File: src/rtl/cpu_types_pkg.sv
// cpu_types_pkg: shared types for the instruction cache.
//   word_t          32-bit machine word
//   icachef_t       fetch address split {tag, idx, bytoff} for the default 16 sets
//   icache_frame_t  one cache frame {valid, tag, data} for the default 16 sets
//   icache_state_t  cache controller states HIT / MISS
// Optional feature macro used by the cache: ICACHE_FILL_FWD_EN.
package cpu_types_pkg;

    typedef logic [31:0] word_t;

    localparam int IBYT_W = 2;
    localparam int IIDX_W = 4;
    localparam int ITAG_W = 32 - IIDX_W - IBYT_W;

    typedef struct packed {
        logic [ITAG_W-1:0] tag;
        logic [IIDX_W-1:0] idx;
        logic [IBYT_W-1:0] bytoff;
    } icachef_t;

    typedef struct packed {
        logic              valid;
        logic [ITAG_W-1:0] tag;
        word_t             data;
    } icache_frame_t;

    typedef enum logic {
        HIT  = 1'b0,
        MISS = 1'b1
    } icache_state_t;

endpackage

File: src/rtl/icache_if.sv
// icache_if: fetch-port and memory-port signals of the instruction cache.
//   Datapath side : imemREN, imemaddr (to cache); ihit, imemload (from cache)
//   Memory side   : iREN, iaddr (from cache); iwait, iload (to cache)
// Modports: slave = the cache itself, master = datapath plus memory_control.
interface icache_if;
    import cpu_types_pkg::*;

    logic  imemREN;
    word_t imemaddr;
    logic  ihit;
    word_t imemload;
    logic  iREN;
    word_t iaddr;
    logic  iwait;
    word_t iload;

    modport slave (
        input  imemREN, imemaddr, iwait, iload,
        output ihit, imemload, iREN, iaddr
    );

    modport master (
        output imemREN, imemaddr, iwait, iload,
        input  ihit, imemload, iREN, iaddr
    );
endinterface

File: src/rtl/icache_frames.sv
// icache_frames: SETS-entry frame store of the instruction cache.
//   CLK, nRST       clock, asynchronous active-low reset (clears valid bits only)
//   rd_idx_i        lookup index; rd_valid_o/rd_tag_o/rd_data_o read asynchronously
//   wr_en_i         write one frame on the rising edge: valid=1, wr_tag_i, wr_data_i
//   wr_idx_i        frame to write
module icache_frames
    import cpu_types_pkg::*;
#(
    parameter int SETS   = 16,
    parameter int IDX_W  = $clog2(SETS),
    parameter int TAG_W  = 30 - IDX_W
) (
    input  logic             CLK,
    input  logic             nRST,
    input  logic [IDX_W-1:0] rd_idx_i,
    output logic             rd_valid_o,
    output logic [TAG_W-1:0] rd_tag_o,
    output word_t            rd_data_o,
    input  logic             wr_en_i,
    input  logic [IDX_W-1:0] wr_idx_i,
    input  logic [TAG_W-1:0] wr_tag_i,
    input  word_t            wr_data_i
);
    logic [SETS-1:0]  valid_q;
    logic [TAG_W-1:0] tag_mem [SETS];
    word_t            data_mem [SETS];

    // Valid bits are individual flops so they can be cleared by reset;
    // tag and data live in plain arrays that never need clearing.
    genvar gi;
    generate
        for (gi = 0; gi < SETS; gi++) begin : g_valid
            always_ff @(posedge CLK or negedge nRST) begin
                if (!nRST) begin
                    valid_q[gi] <= 1'b0;
                end else if (wr_en_i && (wr_idx_i == IDX_W'(gi))) begin
                    valid_q[gi] <= 1'b1;
                end
            end
        end
    endgenerate

    always_ff @(posedge CLK) begin
        if (wr_en_i) begin
            tag_mem[wr_idx_i]  <= wr_tag_i;
            data_mem[wr_idx_i] <= wr_data_i;
        end
    end

    assign rd_valid_o = valid_q[rd_idx_i];
    assign rd_tag_o   = tag_mem[rd_idx_i];
    assign rd_data_o  = data_mem[rd_idx_i];
endmodule

File: src/rtl/icache.sv
// icache: direct-mapped, one-word-per-block instruction cache for one core.
//   CLK   clock, rising edge
//   nRST  asynchronous active-low reset
//   bus   icache_if.slave: imemREN/imemaddr in, ihit/imemload out (datapath),
//         iREN/iaddr out, iwait/iload in (memory_control)
// Hits are served combinationally. A miss holds iREN/iaddr until iwait drops,
// then writes the frame. Define ICACHE_FILL_FWD_EN to also return the fill word
// to the datapath in the fill cycle when it is still asking for that address.
module icache
    import cpu_types_pkg::*;
#(
    parameter int SETS  = 16,
    parameter int CPUID = 0
) (
    input logic     CLK,
    input logic     nRST,
    icache_if.slave bus
);
    localparam int IDX_W = $clog2(SETS);
    localparam int TAG_W = 30 - IDX_W;

    generate
        if (SETS < 2 || (SETS & (SETS - 1)) != 0 || CPUID < 0) begin : g_bad_cfg
            $error("icache: SETS must be a power of two >= 2 and CPUID non-negative");
        end
    endgenerate

    icache_state_t     state_q, state_d;
    logic [29:0]       missaddr_q, missaddr_d;   // word address of the pending miss

    logic [IDX_W-1:0]  lookup_idx;
    logic [TAG_W-1:0]  lookup_tag;
    logic              rd_valid;
    logic [TAG_W-1:0]  rd_tag;
    word_t             rd_data;
    logic              lookup_hit;
    logic              fill_en;

    logic              ihit_c;
    word_t             imemload_c;
    logic              iren_c;
    word_t             iaddr_c;

    assign lookup_idx = bus.imemaddr[IDX_W+1:2];
    assign lookup_tag = bus.imemaddr[31:IDX_W+2];
    assign lookup_hit = rd_valid && (rd_tag == lookup_tag);

    icache_frames #(
        .SETS  (SETS),
        .IDX_W (IDX_W),
        .TAG_W (TAG_W)
    ) u_frames (
        .CLK        (CLK),
        .nRST       (nRST),
        .rd_idx_i   (lookup_idx),
        .rd_valid_o (rd_valid),
        .rd_tag_o   (rd_tag),
        .rd_data_o  (rd_data),
        .wr_en_i    (fill_en),
        .wr_idx_i   (missaddr_q[IDX_W-1:0]),
        .wr_tag_i   (missaddr_q[29:IDX_W]),
        .wr_data_i  (bus.iload)
    );

    always_ff @(posedge CLK or negedge nRST) begin
        if (!nRST) begin
            state_q    <= HIT;
            missaddr_q <= '0;
        end else begin
            state_q    <= state_d;
            missaddr_q <= missaddr_d;
        end
    end

    always_comb begin
        state_d    = state_q;
        missaddr_d = missaddr_q;
        ihit_c     = 1'b0;
        imemload_c = '0;
        iren_c     = 1'b0;
        iaddr_c    = '0;
        fill_en    = 1'b0;
        case (state_q)
            HIT: begin
                if (bus.imemREN) begin
                    if (lookup_hit) begin
                        ihit_c     = 1'b1;
                        imemload_c = rd_data;
                    end else begin
                        missaddr_d = bus.imemaddr[31:2];
                        state_d    = MISS;
                    end
                end
            end
            MISS: begin
                // The request is held to completion even if the datapath
                // redirects, since memory_control expects it to stay up.
                iren_c  = 1'b1;
                iaddr_c = {missaddr_q, 2'b00};
                if (!bus.iwait) begin
                    fill_en = 1'b1;
                    state_d = HIT;
`ifdef ICACHE_FILL_FWD_EN
                    if (bus.imemREN && (bus.imemaddr[31:2] == missaddr_q)) begin
                        ihit_c     = 1'b1;
                        imemload_c = bus.iload;
                    end
`endif
                end
            end
            default: state_d = HIT;
        endcase
    end

    assign bus.ihit     = ihit_c;
    assign bus.imemload = imemload_c;
    assign bus.iREN     = iren_c;
    assign bus.iaddr    = iaddr_c;
endmodule

File: src/flat_wrapper.sv
// flat-port wrapper written by rule: the top's interface ports become plain ports
module icache_flat import cpu_types_pkg::*;
#(
    parameter int SETS  = 16,
    parameter int CPUID = 0
)
  (CLK, nRST, bus_imemREN, bus_imemaddr, bus_iwait, bus_iload, bus_ihit, bus_imemload, bus_iREN, bus_iaddr);
  icache_if bus_i ();
  input logic CLK;
  input logic nRST;
  input wire logic [$bits(bus_i.imemREN)-1:0] bus_imemREN;
  input wire logic [$bits(bus_i.imemaddr)-1:0] bus_imemaddr;
  input wire logic [$bits(bus_i.iwait)-1:0] bus_iwait;
  input wire logic [$bits(bus_i.iload)-1:0] bus_iload;
  output wire logic [$bits(bus_i.ihit)-1:0] bus_ihit;
  output wire logic [$bits(bus_i.imemload)-1:0] bus_imemload;
  output wire logic [$bits(bus_i.iREN)-1:0] bus_iREN;
  output wire logic [$bits(bus_i.iaddr)-1:0] bus_iaddr;
  assign bus_i.imemREN = bus_imemREN;
  assign bus_i.imemaddr = bus_imemaddr;
  assign bus_i.iwait = bus_iwait;
  assign bus_i.iload = bus_iload;
  assign bus_ihit = bus_i.ihit;
  assign bus_imemload = bus_i.imemload;
  assign bus_iREN = bus_i.iREN;
  assign bus_iaddr = bus_i.iaddr;
  icache #(.SETS(SETS), .CPUID(CPUID)) u_core (.CLK(CLK), .nRST(nRST), .bus(bus_i));
endmodule
File: config.mk
export PLATFORM = sky130hd
export DESIGN_NAME = icache_flat
export DESIGN_NICKNAME = d
export VERILOG_FILES = /design/src/rtl/cpu_types_pkg.sv /design/src/rtl/icache_if.sv /design/src/rtl/icache_frames.sv /design/src/rtl/icache.sv /design/src/flat_wrapper.sv
export SDC_FILE = /design/constraint.sdc
export NUM_CORES = 1
export LEC_CHECK = 0
export ABC_CLOCK_PERIOD_IN_PS = 10000
export CAP_MARGIN = 20
export CORE_MARGIN = 1.5
export CORE_UTILIZATION = 45
export DETAILED_ROUTE_END_ITERATION = 10
export PLACE_DENSITY = 0.68
export SYNTH_ARGS = -nofsm -noshare
export SYNTH_HDL_FRONTEND = slang
export SYNTH_SLANG_ARGS = --single-unit
File: constraint.sdc
create_clock -name CLK -period 10 [get_ports CLK]
set_clock_uncertainty 0.15 [all_clocks]
set_input_delay 2 -clock CLK [delete_from_list [all_inputs] [get_ports CLK]]
set_output_delay 2 -clock CLK [all_outputs]
set_load 0.005 [all_outputs]
==> flow_summary_export.csv <==
group,metric,value,unit
yosys,synth_common_cells,"edfxtp_1 (928), mux4_2 (244), mux2i_1 (76), and2_1 (63), dfrtp_1 (47)",
setup_path,critical_path_class,"in2out",
drt,totalWireLength,84880,um
setup_path,end_kind,"primary output",
power_and_ir_drop,power.density,204.5,mW/mm^2
setup_path,reg2reg_depth,9,
timing,setup_viol,0,
drt,via_per_inst,5.761,
final_layout,nNetsFinal,1939,
setup_path,start_kind,"input port",
yosys,synth_top_area_share,73.09,%
placed_design,dp_cells,2910,
grt,grt_remaining_overflow,0,
drt,wl_per_cell,27.56,um
floorplanning,start_util,45.48,%
yosys,synth_area,0.03812,mm^2
grt,grt_pass1_wl,123700,um
grt,grt_max_degree,104,
final_layout,fillers,6503,
yosys,synth_ff_type,"edfxtp_1",
yosys,async_reset_ff_share,4.821,%
drt,vias,17743,
power_and_ir_drop,total_power,8.947,mW
hold_path,hold_path.class,"reg2reg",
setup_path,required,7.85,ns
yosys,yosysSeqAreaShare,76.18,%
floorplanning,num_rows,106,
hold_path,min_to,"u_core.u_frames.valid_q[7]$_DFFE_PN0P_",
final_layout,layout.cells.non_filler,3080,
yosys,yosys_warnings,0,
placed_design,port_buffers,129,
timing,tightestPinTransition,0.9998,ns
clocking,postCtsSetupRepairBufs,0,
timing,finalCritPeriodShare,87.32,%
yosys,synth_edf_count,928,
placed_design,hpwlAfterDp,44260,um
setup_path,timing.rr.start,"u_core.u_frames.tag_mem[15][17]$_DFFE_PP_",
power_and_ir_drop,ir_drop,0.0001613,V
final_layout,layout-drive-gt1-share,25.96,%
floorplanning,dieWidth,294.1,um
timing,finalSetupTns,0,ns
status,status,"complete, no violations",
clocking,worst_skew_pair.late_latency,0.64,ns
setup_path,ff2ff_setup_slack,6.10,ns
drt,detail-route-antenna-nets,0,
clocking,ctsHoldBuffers,0,
drt,dr.pass1.iters,5,
yosys,yosysMostFrequentCell,"edfxtp_1",
clocking,cts.path.max_buffers,3,
setup_path,r2r-end,"u_core.missaddr_q[29]$_DFFE_PN0P_",
clocking,clockRootBuffer,"clkbuf_16",
clocking,h-tree-depth,3,
timing,hold_slack,0.3182,ns
drt,drt_iter0_markers,1725,
timing,clock.fmax,114.5,MHz
timing,slew_viol_final,0,
timing,period_needed,8.732,ns
hold_path,min-delay-start,"u_core.u_frames.valid_q[7]$_DFFE_PN0P_",
clocking,cts_buffers,93,
timing,maxSlewHeadroom,33.35,%
floorplanning,core_area,0.08382,mm^2
yosys,yosys-top-cells-area,"edfxtp_1 (73%), mux4_2 (14%), dfrtp_1 (3.1%)",
timing,rsz0062_at_grt,"no",
clocking,tritoncts,"built",
clocking,cts_sinks,975,
yosys,syn_inst,1691,
run,drv_cap,0,
grt,antenna_found_initial,3,
yosys,synth-seq-cells,975,
floorplanning,die_area,0.08647,mm^2
yosys,synth_cell_types,60,
power_and_ir_drop,leakage,14.01,nW
setup_path,cp_max_fo,44,
hold_path,min_path_cells,1,
final_layout,final_core_util,52.19,%
clocking,post_cts_resized,0,
floorplanning,dieHeight,294.1,um
yosys,yosys.area.top_type,"edfxtp_1",
drt,drc_errors,0,
floorplanning,io_pins,134,
setup_path,worstPathArrival,6.58,ns
grt,grtUsageTotal,19.79,%
clocking,clk_pin_slew_worst_paths,0.06,ns
timing,hold_viol,0,
placed_design,globalplace.congestion,0.7634,
final_layout,area_growth,14.76,%
grt,grt_pass1_vias,18347,
yosys,synth.avg_cell_area,22.55,um^2
-- per-layer routing --
layer  share of wire (%)  global-route usage, %
met5               0.053                      0
met1                  43                  28.59
met2                  48                  31.29
met4                 2.3                  5.029
met3                 6.9                  3.678
-- registers in the layout, indices dropped and copies added (netlist names) --
register	cells
u_core.state_q	1
u_core.u_frames.tag_mem	416
u_core.missaddr_q	30
u_core.u_frames.valid_q	16
u_core.u_frames.data_mem	512
-- placed cells by master (no fill, tap or decap), drive strengths merged, types with 17 or more instances in the layout --
cell type      count
dfrtp             47
mux2              41
and2              63
mux4             244
buf               48
mux2i             76
edfxtp           928
nor2              21
clkinv            35
xnor2             17
clkdlybuf4s50    124
clkbuf           121
-- worst max-delay path by stage --
stage                          from                                      to  slack, ns  cells past startpoint
finish              bus_imemaddr[3]                         bus_imemload[5]       1.27                     10
global route        bus_imemaddr[3]                         bus_imemload[5]       1.06                     10
CTS                 bus_imemaddr[3]                         bus_imemload[5]       1.30                     10
detailed placement  bus_imemaddr[3]                         bus_imemload[5]       1.31                     10
global placement    bus_imemaddr[3]                        bus_imemload[13]       1.42                     10
floorplan                 bus_iwait  u_core.u_frames.valid_q[3]$_DFFE_PN0P_       3.07                      4
-- cells by family (layout without fill, tap and decap cells) --
logic type	Yosys count	in the layout	synth area share, %
xor+xnor	33	33	0.7581
simple gates	165	165	2.517
buf+inv	95	348	1.378
mux	361	361	17.91
flops	975	975	76.18
compound gates	61	61	1.250
other cells	1	3	0.009836
-- stage by stage --
step                worst slack [ns]  instance area [um^2]
floorplan                      3.070                 38130
global placement               1.420                 40790
detailed placement             1.308                 40790
CTS                            1.300                 43750
global route                   1.059                 43750
finish                         1.268                 43750
-- power breakdown --
part	leakage (nW)	switching, mW	internal (mW)	total (mW)
clock network	1.46	1.46	1.96	3.42
logic	3.65	0.331	0.312	0.642
registers	8.91	0.158	4.72	4.88
total	14.0	1.95	7.00	8.95
-- area by class of cell --
class                      instances  area (um^2)  area share (%)
multi-input combinational        622         8671           19.82
tap                             1134         1419           3.243
clock buffer                     121         2557           5.846
clock inverter                    48        404.1          0.9238
antenna                            1        2.502        0.005720
sequential                       975        29040           66.38
timing repair buffer             172         1624           3.712
inverter                           7        28.78         0.06578
-- critical path, stage by stage --
cell and delay [ns]:
buf_4 0.57, buf_4 0.56, nor2_1 0.25, a221oi_1 0.66
mux2i_1 0.27, o2111ai_1 0.15, a211oi_2 0.39, and4_2 0.86
and2_1 0.26, clkdlybuf4s50_1 0.52
(Power assumes the default switching activity.)
